<file path="src/rtl/crt_pkg.sv">
// Purpose : shared widths, register-bank size and loader state encoding for the CRTC loader.
// Latency : n/a (declarations only).
// Backpressure: n/a.
package crt_pkg;

  localparam int CRT_ADDR_WIDTH = 4;
  localparam int CRT_DATA_WIDTH = 8;
  localparam int CRT_NUM_REGS   = 16;

  typedef enum logic [2:0] {
    ST_IDLE   = 3'd0,
    ST_FETCH  = 3'd1,
    ST_SETUP  = 3'd2,
    ST_STROBE = 3'd3,
    ST_HOLD   = 3'd4,
    ST_DONE   = 3'd5
  } crt_state_t;

endpackage

</file>
<file path="src/rtl/crt_cycle_timer.sv">
// Purpose : loadable down-counter; o_expire flags the last cycle of a timed phase.
// Latency : load takes effect on the next edge; o_expire is high while the count equals 1.
// Backpressure: none; the owner decides when to load.
//
// Ports:
//   i_clk, i_rst   clock and synchronous active-high reset
//   i_load         load i_load_val this edge (wins over decrement)
//   i_load_val     phase length in cycles (>=1)
//   o_expire       current cycle is the final one of the phase
module crt_cycle_timer #(
  parameter int WIDTH = 8
) (
  input  logic             i_clk,
  input  logic             i_rst,
  input  logic             i_load,
  input  logic [WIDTH-1:0] i_load_val,
  output logic             o_expire
);

  logic [WIDTH-1:0] r_cnt;

  always_ff @(posedge i_clk) begin
    if (i_rst) begin
      r_cnt <= '0;
    end else if (i_load) begin
      r_cnt <= i_load_val;
    end else if (r_cnt != '0) begin
      // Parks at 0 between phases so a stale count never reports expiry.
      r_cnt <= r_cnt - 1'b1;
    end
  end

  assign o_expire = (r_cnt == WIDTH'(1));

endmodule

</file>
<file path="src/rtl/crt_reg_loader.sv">
// Purpose : copies ROM entries first_reg..last_reg into the CRTC register bank via addr/cs/wdata/we.
// Latency : 2 + SETUP_CYCLES + STROBE_CYCLES + 1 cycles per register; done one cycle after the last HOLD.
// Backpressure: none; start is accepted only in IDLE and is dropped (not queued) otherwise.
//
// Ports:
//   i_clk, i_rst            clock and synchronous active-high reset
//   i_start                 one-cycle request, samples i_first_reg / i_last_reg
//   o_tbl_addr / i_tbl_data ROM read port, data valid the cycle after the address changes
//   o_addr, o_cs, o_wdata,
//   o_we                    register-bank write bus to the address decoder
//   o_busy, o_done          sequence in progress / one-cycle completion pulse
module crt_reg_loader
  import crt_pkg::*;
#(
  parameter int ADDR_WIDTH    = CRT_ADDR_WIDTH,
  parameter int DATA_WIDTH    = CRT_DATA_WIDTH,
  parameter int SETUP_CYCLES  = 1,
  parameter int STROBE_CYCLES = 2
) (
  input  logic                  i_clk,
  input  logic                  i_rst,
  input  logic                  i_start,
  input  logic [ADDR_WIDTH-1:0] i_first_reg,
  input  logic [ADDR_WIDTH-1:0] i_last_reg,
  output logic [ADDR_WIDTH-1:0] o_tbl_addr,
  input  logic [DATA_WIDTH-1:0] i_tbl_data,
  output logic [ADDR_WIDTH-1:0] o_addr,
  output logic                  o_cs,
  output logic [DATA_WIDTH-1:0] o_wdata,
  output logic                  o_we,
  output logic                  o_busy,
  output logic                  o_done
);

  localparam int TMR_W = 8;

  crt_state_t            r_state;
  logic [ADDR_WIDTH-1:0] r_idx;
  logic [ADDR_WIDTH-1:0] r_last;
  logic                  r_fetch_last;   // second FETCH cycle: ROM data is valid now
  logic [ADDR_WIDTH-1:0] r_tbl_addr;
  logic [ADDR_WIDTH-1:0] r_addr;
  logic [DATA_WIDTH-1:0] r_wdata;
  logic                  r_cs;
  logic                  r_we;
  logic                  r_busy;
  logic                  r_done;

  logic                  w_tmr_load;
  logic [TMR_W-1:0]      w_tmr_val;
  logic                  w_tmr_expire;

  // The timer is reloaded on entry to SETUP (leaving FETCH) and on entry to
  // STROBE (leaving SETUP); in every other state its count is ignored.
  always_comb begin
    w_tmr_load = 1'b0;
    w_tmr_val  = TMR_W'(STROBE_CYCLES);
    if (r_state == ST_FETCH) begin
      w_tmr_load = r_fetch_last;
      w_tmr_val  = TMR_W'(SETUP_CYCLES);
    end else if (r_state == ST_SETUP) begin
      w_tmr_load = w_tmr_expire;
    end
  end

  crt_cycle_timer #(
    .WIDTH (TMR_W)
  ) u_timer (
    .i_clk      (i_clk),
    .i_rst      (i_rst),
    .i_load     (w_tmr_load),
    .i_load_val (w_tmr_val),
    .o_expire   (w_tmr_expire)
  );

  always_ff @(posedge i_clk) begin
    if (i_rst) begin
      r_state      <= ST_IDLE;
      r_idx        <= '0;
      r_last       <= '0;
      r_fetch_last <= 1'b0;
      r_tbl_addr   <= '0;
      r_addr       <= '0;
      r_wdata      <= '0;
      r_cs         <= 1'b0;
      r_we         <= 1'b0;
      r_busy       <= 1'b0;
      r_done       <= 1'b0;
    end else begin
      r_done <= 1'b0;
      case (r_state)
        ST_IDLE: begin
          if (i_start) begin
            r_idx  <= i_first_reg;
            r_last <= i_last_reg;
            if (i_first_reg > i_last_reg) begin
              r_done  <= 1'b1;
              r_state <= ST_DONE;
            end else begin
              r_tbl_addr   <= i_first_reg;
              r_busy       <= 1'b1;
              r_fetch_last <= 1'b0;
              r_state      <= ST_FETCH;
            end
          end
        end
        ST_FETCH: begin
          if (r_fetch_last) begin
            r_wdata <= i_tbl_data;
            r_addr  <= r_idx;
            r_cs    <= 1'b1;
            r_state <= ST_SETUP;
          end else begin
            r_fetch_last <= 1'b1;
          end
        end
        ST_SETUP: begin
          if (w_tmr_expire) begin
            r_we    <= 1'b1;
            r_state <= ST_STROBE;
          end
        end
        ST_STROBE: begin
          if (w_tmr_expire) begin
            r_we    <= 1'b0;
            r_state <= ST_HOLD;
          end
        end
        ST_HOLD: begin
          r_cs <= 1'b0;
          // Compare before incrementing so last_reg = max never wraps to 0.
          if (r_idx == r_last) begin
            r_busy  <= 1'b0;
            r_done  <= 1'b1;
            r_state <= ST_DONE;
          end else begin
            r_idx        <= r_idx + 1'b1;
            r_tbl_addr   <= r_idx + 1'b1;
            r_fetch_last <= 1'b0;
            r_state      <= ST_FETCH;
          end
        end
        ST_DONE: begin
          r_state <= ST_IDLE;
        end
        default: begin
          r_state <= ST_IDLE;
        end
      endcase
    end
  end

  assign o_tbl_addr = r_tbl_addr;
  assign o_addr     = r_addr;
  assign o_cs       = r_cs;
  assign o_wdata    = r_wdata;
  assign o_we       = r_we;
  assign o_busy     = r_busy;
  assign o_done     = r_done;

endmodule

</file>
<file path="config.mk">
export PLATFORM = sky130hd
export DESIGN_NAME = crt_reg_loader
export DESIGN_NICKNAME = d
export VERILOG_FILES = /design/src/rtl/crt_pkg.sv /design/src/rtl/crt_cycle_timer.sv /design/src/rtl/crt_reg_loader.sv
export SDC_FILE = /design/constraint.sdc
export NUM_CORES = 1
export LEC_CHECK = 0
export BUFFER_PORTS_ARGS = -buffer_cell sky130_fd_sc_hd__buf_4
export CAP_MARGIN = 10
export CORE_MARGIN = 2
export CORE_UTILIZATION = 57
export CTS_BUF_LIST = sky130_fd_sc_hd__clkbuf_2
export DETAILED_ROUTE_END_ITERATION = 10
export GPL_TIMING_DRIVEN = 0
export PLACE_DENSITY = 0.85
export SLEW_MARGIN = 20
export SYNTH_ARGS = -nofsm -noshare
export SYNTH_HDL_FRONTEND = slang
export SYNTH_HIERARCHICAL = 1
export SYNTH_SLANG_ARGS = --single-unit
</file>
<file path="constraint.sdc">
create_clock -name i_clk -period 3.7 [get_ports i_clk]
set_input_delay 0.37 -clock i_clk [delete_from_list [all_inputs] [get_ports i_clk]]
set_output_delay 0.37 -clock i_clk [all_outputs]
set_load 0.03 [all_outputs]
</file>
==> metrics.md <==
| Metric | Value |
|---|---|
| Fin Setup TNS | `0 ns` |
| Slew @ Worst Pin | `0.6655 ns` |
| Largest net degree at the start of global routing | `13` |
| Power Dens Cells | `569.1 nW/µm²` |
| EDFF count, synth | `0` |
| Critical Path RT | `4.02 ns` |
| Yosys reg bits | `40` |
| CTS root buf | `clkbuf_2` |
| Antenna Cells | `0` |
| Routed vias/inst | `5.327` |
| Peak Freq | `326.1 MHz` |
| Layout cells sized above 1 | `22.53%` |
| IO Port Bufs | `38` |
| Post-Syn Area per Cell | `8.552 µm²` |
| Crit end category | `flip-flop` |
| Initial Utilization | `60.59%` |
| Remaining antenna violation count | `0` |
| Detailed Place HPWL | `3.171 mm` |
| NetSw | `525.1 µW` |
| DRC | `0` |
| Worst-path clk slew | `0.17 ns` |
| Net Sw Frac | `37.00%` |
| Die height | `64.26 µm` |
| Top FF cell, synth | `dfxtp_1` |
| Slowest-stage cell, CP | `nor4b_1` |
| Post-CTS Setup Inserts | `0` |
| Core box area | `3416 µm²` |
| LEAKAGE | `0.001016 µW` |
| Ys Warns | `6` |
| Placed Area | `2431 µm²` |
| Clock skew | `0.01912 ns` |
| Vias | `1,806` |
| # resized after CTS | `0` |
| Combinational group share of total power | `41.7%` |
| Dpl ws | `0.6852 ns` |
| Hold Slack | `0.1456 ns` |
| Sink Count | `40` |
| Worst skew pair latency | `0.40 ns` |
| Reg-to-reg setup timing slack | `0.63 ns` |
| Commonest non-fill, non-tap cells in the layout | `dfxtp_1, nand2_1, buf_4` |
| Final WL | `4.315 mm` |
| First-pass GRT wire length | `7.376 mm` |
| Total gr overflow | `0` |
| Area Growth Syn to Fin | `20.50%` |
| Top-area cell type share of the netlist area | `38.69%` |
| Worst EP arrival | `3.39 ns` |
| Vias in the first global route | `1,664` |
| Tot GR Track Use | `22.83%` |
| Clk pwr share | `17.5%` |
| Final instance area | `2494 µm²` |
| Initial antenna violation count | `0` |
| Final Wtd Congestion | `0.8161` |
| Internal power | `894.0 µW` |
| Min cycle time layout | `3.066 ns` |
| Register area share after synthesis | `38.69%` |
| Post-synth cell types | `50` |
| Nets | `319` |
| Peak VDD IR | `0.3893 mV` |
| Fin crit share | `82.87%` |
| Worst-path cell chain | `or4_4 > nor4b_1 > nand3b_1 > a21oi_1 > clkbuf_1 > nand2b_1 > nor4_4 > or2_1 > buf_6 > a211oi_2` |
| Crit Path Max Fanout | `8` |
| WL/cell | `12.73 µm` |
| Most area-consuming cells after synthesis | `dfxtp_1, nand2_1, a21oi_1, ha_1, xnor2_1` |
| Syn Inst Count | `242` |
| Reg power frac | `40.9%` |
| Setup ws final | `0.6338 ns` |
| Max Slew Vio Count | `0` |
| IO Count | `39` |
| Ys async rst share | `0%` |
| Std-Cell Rows | `21` |
| Die area | `4129 µm²` |
| Initial DRC Count | `143` |
| Dominant cell type by area after synthesis | `dfxtp_1` |
| Max Cap Viol | `0` |
| Commonest non-fill, non-tap cell in the layout | `dfxtp_1` |
| # fillers | `272` |
| Setup violators final | `0` |
| Crit-path max cell delay | `0.63 ns` |
| TritonCTS clock tree | `done` |
| Max-slew headroom | `55.01%` |
| Hold-fix buffers, CTS | `0` |
| Outcome | `complete, no violations` |
| Post-synth design cell area | `2069 µm²` |
| Type of origin of the critical path | `flip-flop` |
| Kind of critical path | `flip-flop to flip-flop` |
| CTS H-Tree Depth | `2` |
| Bufs on Longest Clock Path | `2` |
| Fin. Hold Viols | `0` |
| Pre-antenna DRT Iters | `4` |
| RSZ-0062 raised after global routing | `no` |
| Hold Path Class | `input port to flip-flop` |
| Die W | `64.26 µm` |
| Pwr Total | `1419 µW` |
| Cts bufs inserted | `5` |
==> area by class of cell <==
| class | count | area, µm² | share of cell area, % |
|---|---|---|---|
| Buffer | 14 | 76.32 | 3.061 |
| Clock buffer | 5 | 25.02 | 1.004 |
| Clock inverter | 3 | 37.54 | 1.505 |
| Inverter | 9 | 33.78 | 1.355 |
| Multi-Input combinational cell | 184 | 1177 | 47.22 |
| Sequential cell | 40 | 800.8 | 32.11 |
| Tap cell | 46 | 57.56 | 2.308 |
| Timing Repair Buffer | 38 | 285.3 | 11.44 |
==> state kept, by name, summed over array words and instances, names as in the netlist, 3 cells and up <==
| register | count |
|---|---|
| o_tbl_addr | 4 |
| o_addr | 4 |
| o_wdata | 8 |
| r_idx | 4 |
| u_timer/r_cnt | 8 |
| r_last | 4 |
| r_state | 3 |
==> power by group through the flow <==
stage	registers (µW)	logic, µW	clock network (µW)
3_5_place_dp	589	589	0
2_1_floorplan	605	447	0
4_1_cts	579	593	251
3_3_place_gp	587	579	0
6_report	580	591	248
5_1_grt	593	655	274
==> synthesized netlist by cell type (3+ instances only) <==
cell type / count
nand3_1: 3
mux2i_1: 7
nor2_2: 3
nor3b_1: 3
dfxtp_1: 40
nand3b_1: 4
ha_1: 8
nand2b_1: 3
a211oi_2: 4
inv_1: 8
nor3_1: 10
nor2_1: 21
clkbuf_1: 6
buf_2: 4
a21oi_1: 26
xnor2_1: 10
o21ai_0: 3
nand2_1: 39
==> worst max-delay path: cells and delay by family, from the launching register on <==
family / cells / cell delay (ns)
AOI/OAI and AO/OA: 2 / 0.33
buffers and inverters: 2 / 0.43
DFF: 1 / 0.37
and+or+nand+nor: 6 / 1.88
==> path summary, 6_finish.rpt <==
path	start	end	cells past startpoint
setup reg to reg	u_timer/r_cnt[4]	u_timer/r_cnt[6]	10
hold reg to reg	o_cs	o_cs	2
hold / removal	i_rst	u_timer/r_cnt[1]	2
setup / recovery	u_timer/r_cnt[4]	u_timer/r_cnt[6]	10
==> routing by layer <==
metal	vias up	share of wire (%)	track usage [%]
li1	936	-	-
met1	817	46	28.67
met2	46	47	37.50
met3	7	5.5	4.930
met5	-	0	0
met4	0	1.5	10.11
==> cell families (layout without fill, tap and decap cells) <==
family                   Yosys count  after routing  share of synthesized area, %
XOR/XNOR                          12             12                         5.079
multiplexers                       7              7                         3.386
other                              1              6                        0.1812
AND/OR/NAND/NOR                  102            102                         26.06
AO/OA/AOI/OAI                     49             49                         16.45
buffers and inverters             23             69                         5.320
flip-flops                        40             40                         38.69
adder cells (fa/ha/maj)            8              8                         4.837
==> per-stage QoR <==
step	utilization [%]	std cells
after floorplan	-	247
after global placement	71.17	331
after detailed placement	71.17	331
after CTS	73.00	339
after global routing	73.00	339
final	73.00	339
Power figures use the tool's default switching activity.
